[src/rtl/gb_int_ctrl_if.sv]
// CPU-side bus, interrupt handshake and source request bundle for the interrupt controller.
// The CPU/bench drives the master side; the controller is the slave.
interface gb_int_ctrl_if;
  logic [15:0] addr;
  logic [7:0]  wr_data;
  logic        rd_n;
  logic        wr_n;
  logic [7:0]  rd_data;
  logic        rd_oe;
  logic [4:0]  irq_src;
  logic        ime;
  logic        int_ack;
  logic        int_n;
  logic [2:0]  int_id;
  logic [7:0]  int_vector;

  modport master (
    output addr, wr_data, rd_n, wr_n, irq_src, ime, int_ack,
    input  rd_data, rd_oe, int_n, int_id, int_vector
  );

  modport slave (
    input  addr, wr_data, rd_n, wr_n, irq_src, ime, int_ack,
    output rd_data, rd_oe, int_n, int_id, int_vector
  );
endinterface

[src/rtl/gb_int_ctrl.sv]
// Game Boy style interrupt controller: edge-latches five sources into IF, masks them with IE
// and presents the highest-priority pending request to the CPU on int_n with its vector.
module gb_int_ctrl #(
  parameter int          HOLDOFF_CYCLES = 4,
  parameter logic [7:0]  VEC_BASE       = 8'h40
) (
  input  logic         clk,
  input  logic         rst_n,
  gb_int_ctrl_if.slave bus
);

  localparam int CW = (HOLDOFF_CYCLES < 2) ? 1 : $clog2(HOLDOFF_CYCLES + 1);

  typedef enum logic [1:0] {IDLE, ASSERT, HOLDOFF} state_t;

  state_t         r_state;
  state_t         w_stateNext;
  logic [4:0]     r_if;
  logic [4:0]     w_ifNext;
  logic [7:0]     r_ie;
  logic [4:0]     r_srcQ;
  logic           r_intN;
  logic           w_intNNext;
  logic [2:0]     r_intId;
  logic [2:0]     w_intIdNext;
  logic [7:0]     r_intVector;
  logic [7:0]     w_intVectorNext;
  logic [CW-1:0]  r_hold;
  logic [CW-1:0]  w_holdNext;

  logic [4:0]     w_rise;
  logic           w_wrIf;
  logic           w_wrIe;
  logic           w_selIf;
  logic           w_selIe;
  logic [4:0]     w_ackClear;
  logic [4:0]     w_pending;
  logic           w_anyPending;
  logic [2:0]     w_winner;

  assign w_rise  = bus.irq_src & ~r_srcQ;
  assign w_selIf = (bus.addr == 16'hFF0F);
  assign w_selIe = (bus.addr == 16'hFFFF);
  assign w_wrIf  = !bus.wr_n && w_selIf;
  assign w_wrIe  = !bus.wr_n && w_selIe;

  // An ack only clears the latched source while a request is actually being presented.
  assign w_ackClear = (r_state == ASSERT && bus.int_ack) ? (5'b00001 << r_intId) : 5'b00000;

  // A fresh rising edge wins over both a software write and an ack clear on the same edge.
  assign w_ifNext = ((w_wrIf ? bus.wr_data[4:0] : r_if) & ~w_ackClear) | w_rise;

  assign w_pending    = r_if & r_ie[4:0];
  assign w_anyPending = |w_pending;

  always_comb begin
    w_winner = 3'd0;
    for (int i = 4; i >= 0; i--) begin
      if (w_pending[i]) w_winner = 3'(i);
    end
  end

  assign bus.rd_oe   = !bus.rd_n && (w_selIf || w_selIe);
  assign bus.rd_data = !bus.rd_oe ? 8'h00 :
                       w_selIf    ? {3'b111, r_if} : r_ie;

  always_ff @(posedge clk or negedge rst_n) begin
    if (!rst_n) begin
      r_srcQ <= 5'h00;
      r_if   <= 5'h00;
      r_ie   <= 8'h00;
    end else begin
      r_srcQ <= bus.irq_src;
      r_if   <= w_ifNext;
      if (w_wrIe) r_ie <= bus.wr_data;
    end
  end

  always_ff @(posedge clk or negedge rst_n) begin
    if (!rst_n) begin
      r_state     <= IDLE;
      r_intN      <= 1'b1;
      r_intId     <= 3'd0;
      r_intVector <= 8'h00;
      r_hold      <= '0;
    end else begin
      r_state     <= w_stateNext;
      r_intN      <= w_intNNext;
      r_intId     <= w_intIdNext;
      r_intVector <= w_intVectorNext;
      r_hold      <= w_holdNext;
    end
  end

  // id/vector are latched on entry to ASSERT and left stale afterwards; a newly arriving
  // higher-priority source cannot pre-empt the request already presented.
  always_comb begin
    w_stateNext     = r_state;
    w_intNNext      = r_intN;
    w_intIdNext     = r_intId;
    w_intVectorNext = r_intVector;
    w_holdNext      = r_hold;
    case (r_state)
      IDLE: begin
        if (bus.ime && w_anyPending) begin
          w_intIdNext     = w_winner;
          w_intVectorNext = VEC_BASE + {2'b00, w_winner, 3'b000};
          w_intNNext      = 1'b0;
          w_stateNext     = ASSERT;
        end
      end
      ASSERT: begin
        if (bus.int_ack) begin
          w_intNNext  = 1'b1;
          w_holdNext  = CW'(HOLDOFF_CYCLES);
          w_stateNext = HOLDOFF;
        end else if (!w_pending[r_intId] || !bus.ime) begin
          w_intNNext  = 1'b1;
          w_stateNext = IDLE;
        end
      end
      HOLDOFF: begin
        w_intNNext = 1'b1;
        if (r_hold <= CW'(1)) begin
          w_holdNext  = '0;
          w_stateNext = IDLE;
        end else begin
          w_holdNext = r_hold - CW'(1);
        end
      end
      default: begin
        w_intNNext  = 1'b1;
        w_stateNext = IDLE;
      end
    endcase
  end

  assign bus.int_n      = r_intN;
  assign bus.int_id     = r_intId;
  assign bus.int_vector = r_intVector;

endmodule
[src/flat_wrapper.sv]
// flat-port wrapper written by rule: the top's interface ports become plain ports
module gb_int_ctrl_flat 
#(
  parameter int          HOLDOFF_CYCLES = 4,
  parameter logic [7:0]  VEC_BASE       = 8'h40
)
  (clk, rst_n, bus_addr, bus_wr_data, bus_rd_n, bus_wr_n, bus_irq_src, bus_ime, bus_int_ack, bus_rd_data, bus_rd_oe, bus_int_n, bus_int_id, bus_int_vector);
  gb_int_ctrl_if bus_i ();
  input  logic clk;
  input  logic rst_n;
  input wire logic [$bits(bus_i.addr)-1:0] bus_addr;
  input wire logic [$bits(bus_i.wr_data)-1:0] bus_wr_data;
  input wire logic [$bits(bus_i.rd_n)-1:0] bus_rd_n;
  input wire logic [$bits(bus_i.wr_n)-1:0] bus_wr_n;
  input wire logic [$bits(bus_i.irq_src)-1:0] bus_irq_src;
  input wire logic [$bits(bus_i.ime)-1:0] bus_ime;
  input wire logic [$bits(bus_i.int_ack)-1:0] bus_int_ack;
  output wire logic [$bits(bus_i.rd_data)-1:0] bus_rd_data;
  output wire logic [$bits(bus_i.rd_oe)-1:0] bus_rd_oe;
  output wire logic [$bits(bus_i.int_n)-1:0] bus_int_n;
  output wire logic [$bits(bus_i.int_id)-1:0] bus_int_id;
  output wire logic [$bits(bus_i.int_vector)-1:0] bus_int_vector;
  assign bus_i.addr = bus_addr;
  assign bus_i.wr_data = bus_wr_data;
  assign bus_i.rd_n = bus_rd_n;
  assign bus_i.wr_n = bus_wr_n;
  assign bus_i.irq_src = bus_irq_src;
  assign bus_i.ime = bus_ime;
  assign bus_i.int_ack = bus_int_ack;
  assign bus_rd_data = bus_i.rd_data;
  assign bus_rd_oe = bus_i.rd_oe;
  assign bus_int_n = bus_i.int_n;
  assign bus_int_id = bus_i.int_id;
  assign bus_int_vector = bus_i.int_vector;
  gb_int_ctrl #(.HOLDOFF_CYCLES(HOLDOFF_CYCLES), .VEC_BASE(VEC_BASE)) u_core (.clk(clk), .rst_n(rst_n), .bus(bus_i));
endmodule
[config.mk]
export PLATFORM = sky130hd
export DESIGN_NAME = gb_int_ctrl_flat
export DESIGN_NICKNAME = d
export VERILOG_FILES = /design/src/rtl/gb_int_ctrl_if.sv /design/src/rtl/gb_int_ctrl.sv /design/src/flat_wrapper.sv
export SDC_FILE = /design/constraint.sdc
export NUM_CORES = 1
export LEC_CHECK = 0
export CAP_MARGIN = 20
export CORE_UTILIZATION = 45
export CTS_CLUSTER_SIZE = 14
export DETAILED_ROUTE_END_ITERATION = 12
export HOLD_SLACK_MARGIN = 0.1
export PLACE_DENSITY = 0.8
export REMOVE_ABC_BUFFERS = 1
export SYNTH_ARGS = -nofsm -noshare
export SYNTH_HDL_FRONTEND = slang
export SYNTH_SLANG_ARGS = --single-unit
export TNS_END_PERCENT = 20
[constraint.sdc]
create_clock -name clk -period 2.54 [get_ports clk]
set_clock_uncertainty 0.05 [all_clocks]
set_input_delay 0.508 -clock clk [delete_from_list [all_inputs] [get_ports clk]]
set_output_delay 0.508 -clock clk [all_outputs]
set_load 0.005 [all_outputs]
==> flow_summary.rst, run 1 <==
.. list-table::
   :header-rows: 1

   * - Metric
     - Value
   * - Outcome
     - finished, violations left
   * - Violated checks
     - negative setup slack
   * - Maximum number of pins on one net before global-route repair
     - 29
   * - Share of synthesized flip-flops with an asynchronous set or reset
     - 1.000
   * - Final weighted congestion in routability-driven placement
     - 0.8257
   * - Clock tree from TritonCTS
     - built
   * - Gr usage total
     - 0.2355
   * - Static Leak
     - 0.0009856 µW
   * - Combined area of the multi-input logic cells
     - 797.0 µm²
   * - Number of nets with antenna violations after routing
     - 0
   * - Setup TNS Final
     - -0.07247 ns
   * - Final setup violating endpoints
     - 4
   * - Maximum clock frequency
     - 388.4 MHz
   * - Antenna diode instance count
     - 0
   * - Root Driver
     - clkbuf_4
   * - Count of pins on the block boundary
     - 56
   * - Max VDD drop
     - 0.0002109 V
   * - Capture endpoint of the worst hold path
     - u_core.r_if[2]
   * - Xor and xnor fraction of the mapped netlist area
     - 0
   * - Post-placement cell count
     - 249
   * - Final net count
     - 254
   * - Sum of net half-perimeters after detailed placement
     - 2913 µm
   * - Hold path startpoint
     - u_core.r_srcQ[2]
   * - Count of different cell masters after synthesis
     - 42
   * - Share of cell area taken by muxes after synthesis
     - 0.1035
   * - Sequential cell area in the final layout
     - 701.9 µm²
   * - Signal arrival time at the worst endpoint
     - 2.02 ns
   * - Maximum level of the CTS H-tree
     - 1
   * - Synthesis warning total
     - 0
   * - Kind of path behind the tightest hold check
     - register to register
   * - Initial DRC count
     - 86
   * - Unrepaired setup endpoints after global routing
     - yes
   * - Combinational family with the most area after synthesis
     - simple AND/OR/NAND/NOR gates
   * - Critical Path Source Type
     - primary input
   * - Vias per inst
     - 5.454
   * - Total routed wirelength
     - 3935 µm
   * - Share of layout cells above drive strength 1
     - 0.2454
   * - Overall via count from detail_route
     - 1429
   * - Number of buffers inserted by port buffering
     - 51
   * - Final setup margin
     - -0.03457 ns
   * - Highest net fanout along the worst path
     - 4
   * - Count of cells along the worst hold path
     - 1
   * - Post-synthesis share of cell area spent on and, or, nand and nor gates
     - 0.1975
   * - Required @ worst endpoint
     - 1.98 ns
   * - X dimension of the die
     - 61.10 µm
   * - EDFF count, synth
     - 0
   * - Launch point of the worst reg-to-reg path
     - u_core.r_ie[1]
   * - Number of storage elements in the synthesis netlist
     - 28
   * - Effective utilization at floorplan
     - 0.4709
   * - Average wire length per cell after detail routing
     - 15.02 µm
   * - TritonCTS sink count
     - 28
   * - Transition time at the pin with the least slew margin
     - 0.5638 ns
   * - CP endpoint kind
     - output pin
   * - Gate count after technology mapping
     - 155
   * - Setup slack, reg-to-reg
     - 0.83 ns
   * - Placeable Area
     - 0.003337 mm²
   * - Fillcell total
     - 282
   * - Post-route minimum period
     - 2.575 ns
   * - Number of placement rows
     - 21
   * - Post-cts hold buffer count
     - 0
   * - Final routed DRC violation total
     - 0
   * - Post-route non-filler standard cell count
     - 262
   * - Maximum root-to-sink buffer count
     - 2
   * - Endpoints failing hold
     - 0
   * - Most used flip-flop cell after synthesis
     - dfrtp_1
   * - Residual overflow from global routing
     - 0
   * - Max-slew violation count
     - 0
   * - Detailed Routing Iterations Pass 1
     - 4
   * - Worst relative slew slack
     - 0.6190
   * - Die ar.
     - 0.003733 mm²
   * - Antenna violations before repair
     - 0
   * - Worst flop-to-flop path endpoint
     - u_core.r_state[0]
   * - Wire length of the first global-routing pass
     - 6458 µm
   * - Sequential-to-total area share from yosys stat
     - 0.4467
   * - Pwr Density
     - 374.8 mW/mm²
   * - Number of max-capacitance violations reported
     - 0
   * - Core occupancy in the finished layout
     - 0.6603
   * - Clock latency of the later-clocked register in the worst-skew pair
     - 0.33 ns
   * - Cts bufs inserted
     - 3
   * - Critical Setup Path Class
     - primary input to output pin
   * - Die boundary height
     - 61.10 µm
   * - Clock-pin slew reported for the worst setup and hold paths after clock tree synthesis
     - 0.15 ns
   * - R2R depth
     - 4
   * - Adder-cell share of the synthesized area
     - 0.01592
   * - Area growth syn-to-layout
     - 40.21%
   * - Number of global-route vias before repair
     - 1382
   * - Mean instance size in the synthesized netlist
     - 10.14 µm²
   * - Compound-Gate Fraction of Synth Area
     - 0.1712
   * - Mapped Area
     - 0.001572 mm²
   * - Final worst-path cycle share
     - 1.014
critical path, stage by stage:
cell and delay [ns]:
buf_6 0.09, or4_4 0.56, nor4_4 0.17, buf_4 0.19
buf_6 0.10, mux2i_1 0.20, nor2_1 0.07, buf_2 0.12
cells in the mapped netlist, types with 3 or more instances:
cell	number	area [µm²]
mux2i_1	5	50.05
o211ai_1	5	37.54
o221ai_2	5	75.07
a21oi_1	8	40.04
mux2_2	10	112.6
o21ai_0	5	25.02
nor2_1	15	56.30
nand4_1	6	37.54
buf_4	7	52.55
or2_2	3	18.77
inv_1	9	33.78
dfrtp_1	27	675.7
nand2_1	15	56.30
per-layer routing:
| layer | wire [µm] | up-vias | global-route usage |
|---|---|---|---|
| li1 | - | 674 | - |
| met4 | 59 | 0 | 0.09416 |
| met3 | 181 | 6 | 0.02941 |
| met1 | 1751 | 696 | 0.3159 |
| met5 | 0 | - | 0 |
| met2 | 1942 | 53 | 0.3882 |
power by group:
part	leakage (µW)	internal, µW	total, µW	switching (µW)
logic	0.000608	44.9	77.4	32.5
registers	0.000350	451	454	2.86
clock network	0.0000279	160	294	134
total	0.000986	656	826	170
how the worst max path moves through the flow:
| stage | slack (ns) | cells after the start | startpoint | to |
|---|---|---|---|---|
| floorplan | 0.18 | 4 | bus_addr[5] | bus_rd_data[0] |
| global placement | -0.63 | 7 | bus_addr[5] | bus_rd_data[1] |
| detailed placement | -0.71 | 7 | bus_addr[5] | bus_rd_data[1] |
| CTS | -0.02 | 8 | bus_addr[6] | bus_rd_data[1] |
| global route | -0.1 | 8 | bus_addr[6] | bus_rd_data[1] |
| finish | -0.03 | 8 | bus_addr[6] | bus_rd_data[1] |
sequential cells by signal (all words and copies together), names as in the netlist:
register,flops
u_core.bus.int_id,2
u_core.bus.int_n,1
u_core.bus.int_vector,2
u_core.r_hold,3
u_core.r_ie,8
u_core.r_if,5
u_core.r_srcQ,5
u_core.r_state,2
placed cells by master, fill, tap and decap left out, drive strengths merged, types with 4 or more instances in the layout:
cell / instances
nand4: 6
dfrtp: 27
or2: 4
nand2: 15
conb: 4
buf: 21
inv: 9
a21oi: 8
o21ai: 5
mux2: 10
clkdlybuf4s50: 27
mux2i: 5
o221ai: 6
clkbuf: 4
dlygate4sd2: 13
o211ai: 5
nor2: 15
logic make-up after synthesis:
kind of cell / count (synthesis)
mux: 15
fa+ha+maj: 2
buf+inv: 19
other cells: 1
flops: 28
compound gates: 34
simple gates: 56
layout make-up:
| class | count | area share |
|---|---|---|
| clock buffer | 3 | 0.01022 |
| clock inverter | 1 | 0.01363 |
| inverter | 9 | 0.01533 |
| multi-input combinational | 111 | 0.3617 |
| sequential | 28 | 0.3186 |
| tap | 46 | 0.02612 |
| timing repair buffer | 64 | 0.2544 |
stage by stage:
stage	hold slack, ns	total power (µW)	area (µm²)	setup slack, ns
after floorplan	0.1624	474.4	1518	0.1781
after global placement	0.4043	543.5	2116	-0.6255
after detailed placement	0.4109	547.5	2116	-0.7074
after CTS	0.4318	829.0	2202	-0.02183
after global routing	0.4459	855.6	2203	-0.09722
final	0.4369	825.8	2203	-0.03457
repair_timing:
| item | 4_1_cts | 5_1_grt |
|---|---|---|
| pin swaps | 9 | 2 |
| setup endpoints to repair | 9 | 8 |
| buffers inserted | 9 | 0 |
| gates resized for setup | 54 | 4 |
No activity file was read; power rests on OpenSTA's default activity.
==> run 2, diff against run 1 <==
--- a/config.mk
+++ b/config.mk
@@ -10,7 +10,7 @@
 export CTS_CLUSTER_SIZE = 14
 export DETAILED_ROUTE_END_ITERATION = 12
 export HOLD_SLACK_MARGIN = 0.1
-export PLACE_DENSITY = 0.8
+export PLACE_DENSITY_LB_ADDON = 0.08
 export REMOVE_ABC_BUFFERS = 1
 export SYNTH_ARGS = -nofsm -noshare
 export SYNTH_HDL_FRONTEND = slang
==> run 2 against run 1 <==
Compared with the run above: non-clock buffer count grew 2; the flow now finishes without violations; combinational power grew 2%; global-route usage shrank 0.52 points; largest cell class unchanged; first-iteration DRC count shrank 23%.
==> flow_summary.rst, run 2 (synthesized netlist as in run 1, its figures left out) <==
.. list-table::
   :header-rows: 1

   * - Metric
     - Value
   * - Fillcell total
     - 296
   * - Post-route minimum period
     - 2.533 ns
   * - Unrepaired setup endpoints after global routing
     - yes
   * - Clock tree from TritonCTS
     - built
   * - Placeable Area
     - 0.003337 mm²
   * - Gr usage total
     - 0.2303
   * - Effective utilization at floorplan
     - 0.4709
   * - Die boundary height
     - 61.10 µm
   * - Overall via count from detail_route
     - 1422
   * - Maximum number of pins on one net before global-route repair
     - 29
   * - Number of global-route vias before repair
     - 1361
   * - Transition time at the pin with the least slew margin
     - 0.5377 ns
   * - Post-DP Area
     - 0.002138 mm²
   * - Highest-count cells in the layout ignoring fill and taps
     - clkdlybuf4s50_1 (27), dfrtp_1 (27), nor2_1 (15), nand2_1 (14), buf_4 (13)
   * - Standard cell with the maximum stage delay on the critical path
     - or4_4
   * - Signal arrival time at the worst endpoint
     - 1.98 ns
   * - Cts bufs inserted
     - 3
   * - Clock-pin slew reported for the worst setup and hold paths after clock tree synthesis
     - 0.15 ns
   * - Final weighted congestion in routability-driven placement
     - 0.8258
   * - Final routed DRC violation total
     - 0
   * - Worst relative slew slack
     - 0.6366
   * - Vias per inst
     - 5.386
   * - Number of placement rows
     - 21
   * - Layout Cell Area excl Fill
     - 0.002191 mm²
   * - Clock latency of the later-clocked register in the worst-skew pair
     - 0.33 ns
   * - Number of buffers inserted by port buffering
     - 51
   * - Worst-path cell chain
     - buf_6, or4_4, nor4_4, buf_4, buf_6, mux2i_1, nor2_1, buf_2
   * - Total routed wirelength
     - 3915 µm
   * - Share of layout cells above drive strength 1
     - 0.2615
   * - Highest net fanout along the worst path
     - 3
   * - Kind of path behind the tightest hold check
     - register to register
   * - Critical Path Source Type
     - primary input
   * - Longest individual stage delay on the worst path
     - 0.56 ns
   * - Max VDD drop
     - 0.0002756 V
   * - Max-slew violation count
     - 0
   * - Maximum clock frequency
     - 394.7 MHz
   * - Largest register FFs
     - 8
   * - Biggest regs
     - u_core.r_ie: 8 flops, u_core.r_if: 5 flops, u_core.r_srcQ: 5 flops
   * - Maximum level of the CTS H-tree
     - 1
   * - Final net count
     - 256
   * - Count of pins on the block boundary
     - 56
   * - Final worst-path cycle share
     - 0.9973
   * - Final setup violating endpoints
     - 0
   * - CP endpoint kind
     - output pin
   * - Static Leak
     - 0.0009837 µW
   * - Detailed Routing Iterations Pass 1
     - 4
   * - Root Driver
     - clkbuf_4
   * - Area growth syn-to-layout
     - 39.41%
   * - Number of nets with antenna violations after routing
     - 0
   * - Antenna violations before repair
     - 0
   * - Sum of net half-perimeters after detailed placement
     - 2861 µm
   * - TritonCTS sink count
     - 28
   * - Largest register by flop count
     - u_core.r_ie
   * - Die ar.
     - 0.003733 mm²
   * - Worst hold slack across all endpoints
     - 0.4284 ns
   * - Core occupancy in the finished layout
     - 0.6565
   * - Critical Setup Path Class
     - primary input to output pin
   * - X dimension of the die
     - 61.10 µm
   * - Outcome
     - finished, final reports clean
   * - Setup slack, reg-to-reg
     - 0.81 ns
   * - Maximum root-to-sink buffer count
     - 2
   * - Average wire length per cell after detail routing
     - 14.83 µm
   * - Pwr Density
     - 344.5 mW/mm²
   * - Residual overflow from global routing
     - 0
   * - Antenna diode instance count
     - 0
   * - Number of max-capacitance violations reported
     - 0
   * - Wire length of the first global-routing pass
     - 6251 µm
   * - Initial DRC count
     - 66
   * - Required @ worst endpoint
     - 1.98 ns
   * - Endpoints failing hold
     - 0
   * - Dominant cell type by count on the critical path
     - buf_6
[run 2: path summary, 6_finish.rpt]
| check | startpoint | to | cells after the start |
|---|---|---|---|
| worst max-delay path | bus_addr[6] | bus_rd_data[0] | 8 |
| min in group asynchronous | rst_n | u_core.r_hold[2] | 2 |
| worst max register to register | u_core.r_ie[1] | u_core.r_state[0] | 4 |
| max in group asynchronous | rst_n | u_core.bus.int_n | 2 |
| worst min register to register | u_core.r_srcQ[0] | u_core.r_if[0] | 1 |
| worst min-delay path | u_core.r_srcQ[0] | u_core.r_if[0] | 1 |
[run 2: per-layer routing]
metal  GRT usage  vias to the layer above  share of wire
li1            -                      687              -
met1      0.2813                      681           0.41
met2      0.4193                       46           0.52
met3     0.02521                        8          0.048
met4     0.08117                        0          0.020
met5           0                        -              0
[run 2: metrics by stage]
stage               setup slack, ns  power, µW  TNS (ns)  std cells
detailed placement          -0.6692      548.0    -6.784        252
floorplan                    0.1781      474.4         0        148
global placement            -0.6523      545.7    -6.257        252
CTS                        0.006315      757.1         0        264
global route               -0.09859      779.6   -0.3125        264
finish                     0.006736      754.7         0        264
[run 2: layout make-up]
class                           count  area (µm²)  share of cell area
Sequential cell                    28       701.9              0.3204
Multi-Input combinational cell    111       793.3              0.3621
Timing Repair Buffer               66       568.0              0.2593
Tap cell                           46       57.56             0.02627
Inverter                            9       33.78             0.01542
Clock buffer                        4       36.28             0.01656
[run 2: power breakdown]
part / internal [µW] / switching, µW / leakage [µW]
Sequential: 451 / 2.87 / 0.000350
Clock: 87.9 / 133 / 0.0000210
Combinational: 46.3 / 32.9 / 0.000613
Total: 586 / 169 / 0.000984
[run 2: worst max-delay path: cells and delay by family]
kind                   cells  cell delay, ns
buffers and inverters      4            0.48
AND/OR/NAND/NOR            3            0.81
multiplexers               1            0.17
[run 2: timing repair]
action | CTS | global route
pin swaps | 7 | 1
hold buffers | 0 | 0
endpoints found under the hold margin | 0 | 0
setup buffers | 8 | 0
resized for setup | 54 | 8
endpoints found under the setup margin | 9 | 9
==> run 3, diff against run 2 <==
--- a/config.mk
+++ b/config.mk
@@ -7,7 +7,7 @@
 export LEC_CHECK = 0
 export CAP_MARGIN = 20
 export CORE_UTILIZATION = 45
-export CTS_CLUSTER_SIZE = 14
+export CTS_CLUSTER_SIZE = 8
 export DETAILED_ROUTE_END_ITERATION = 12
 export HOLD_SLACK_MARGIN = 0.1
 export PLACE_DENSITY_LB_ADDON = 0.08
==> results of run 3 <==
No change in the layout: final DEF, timing and power equal those of run 2.
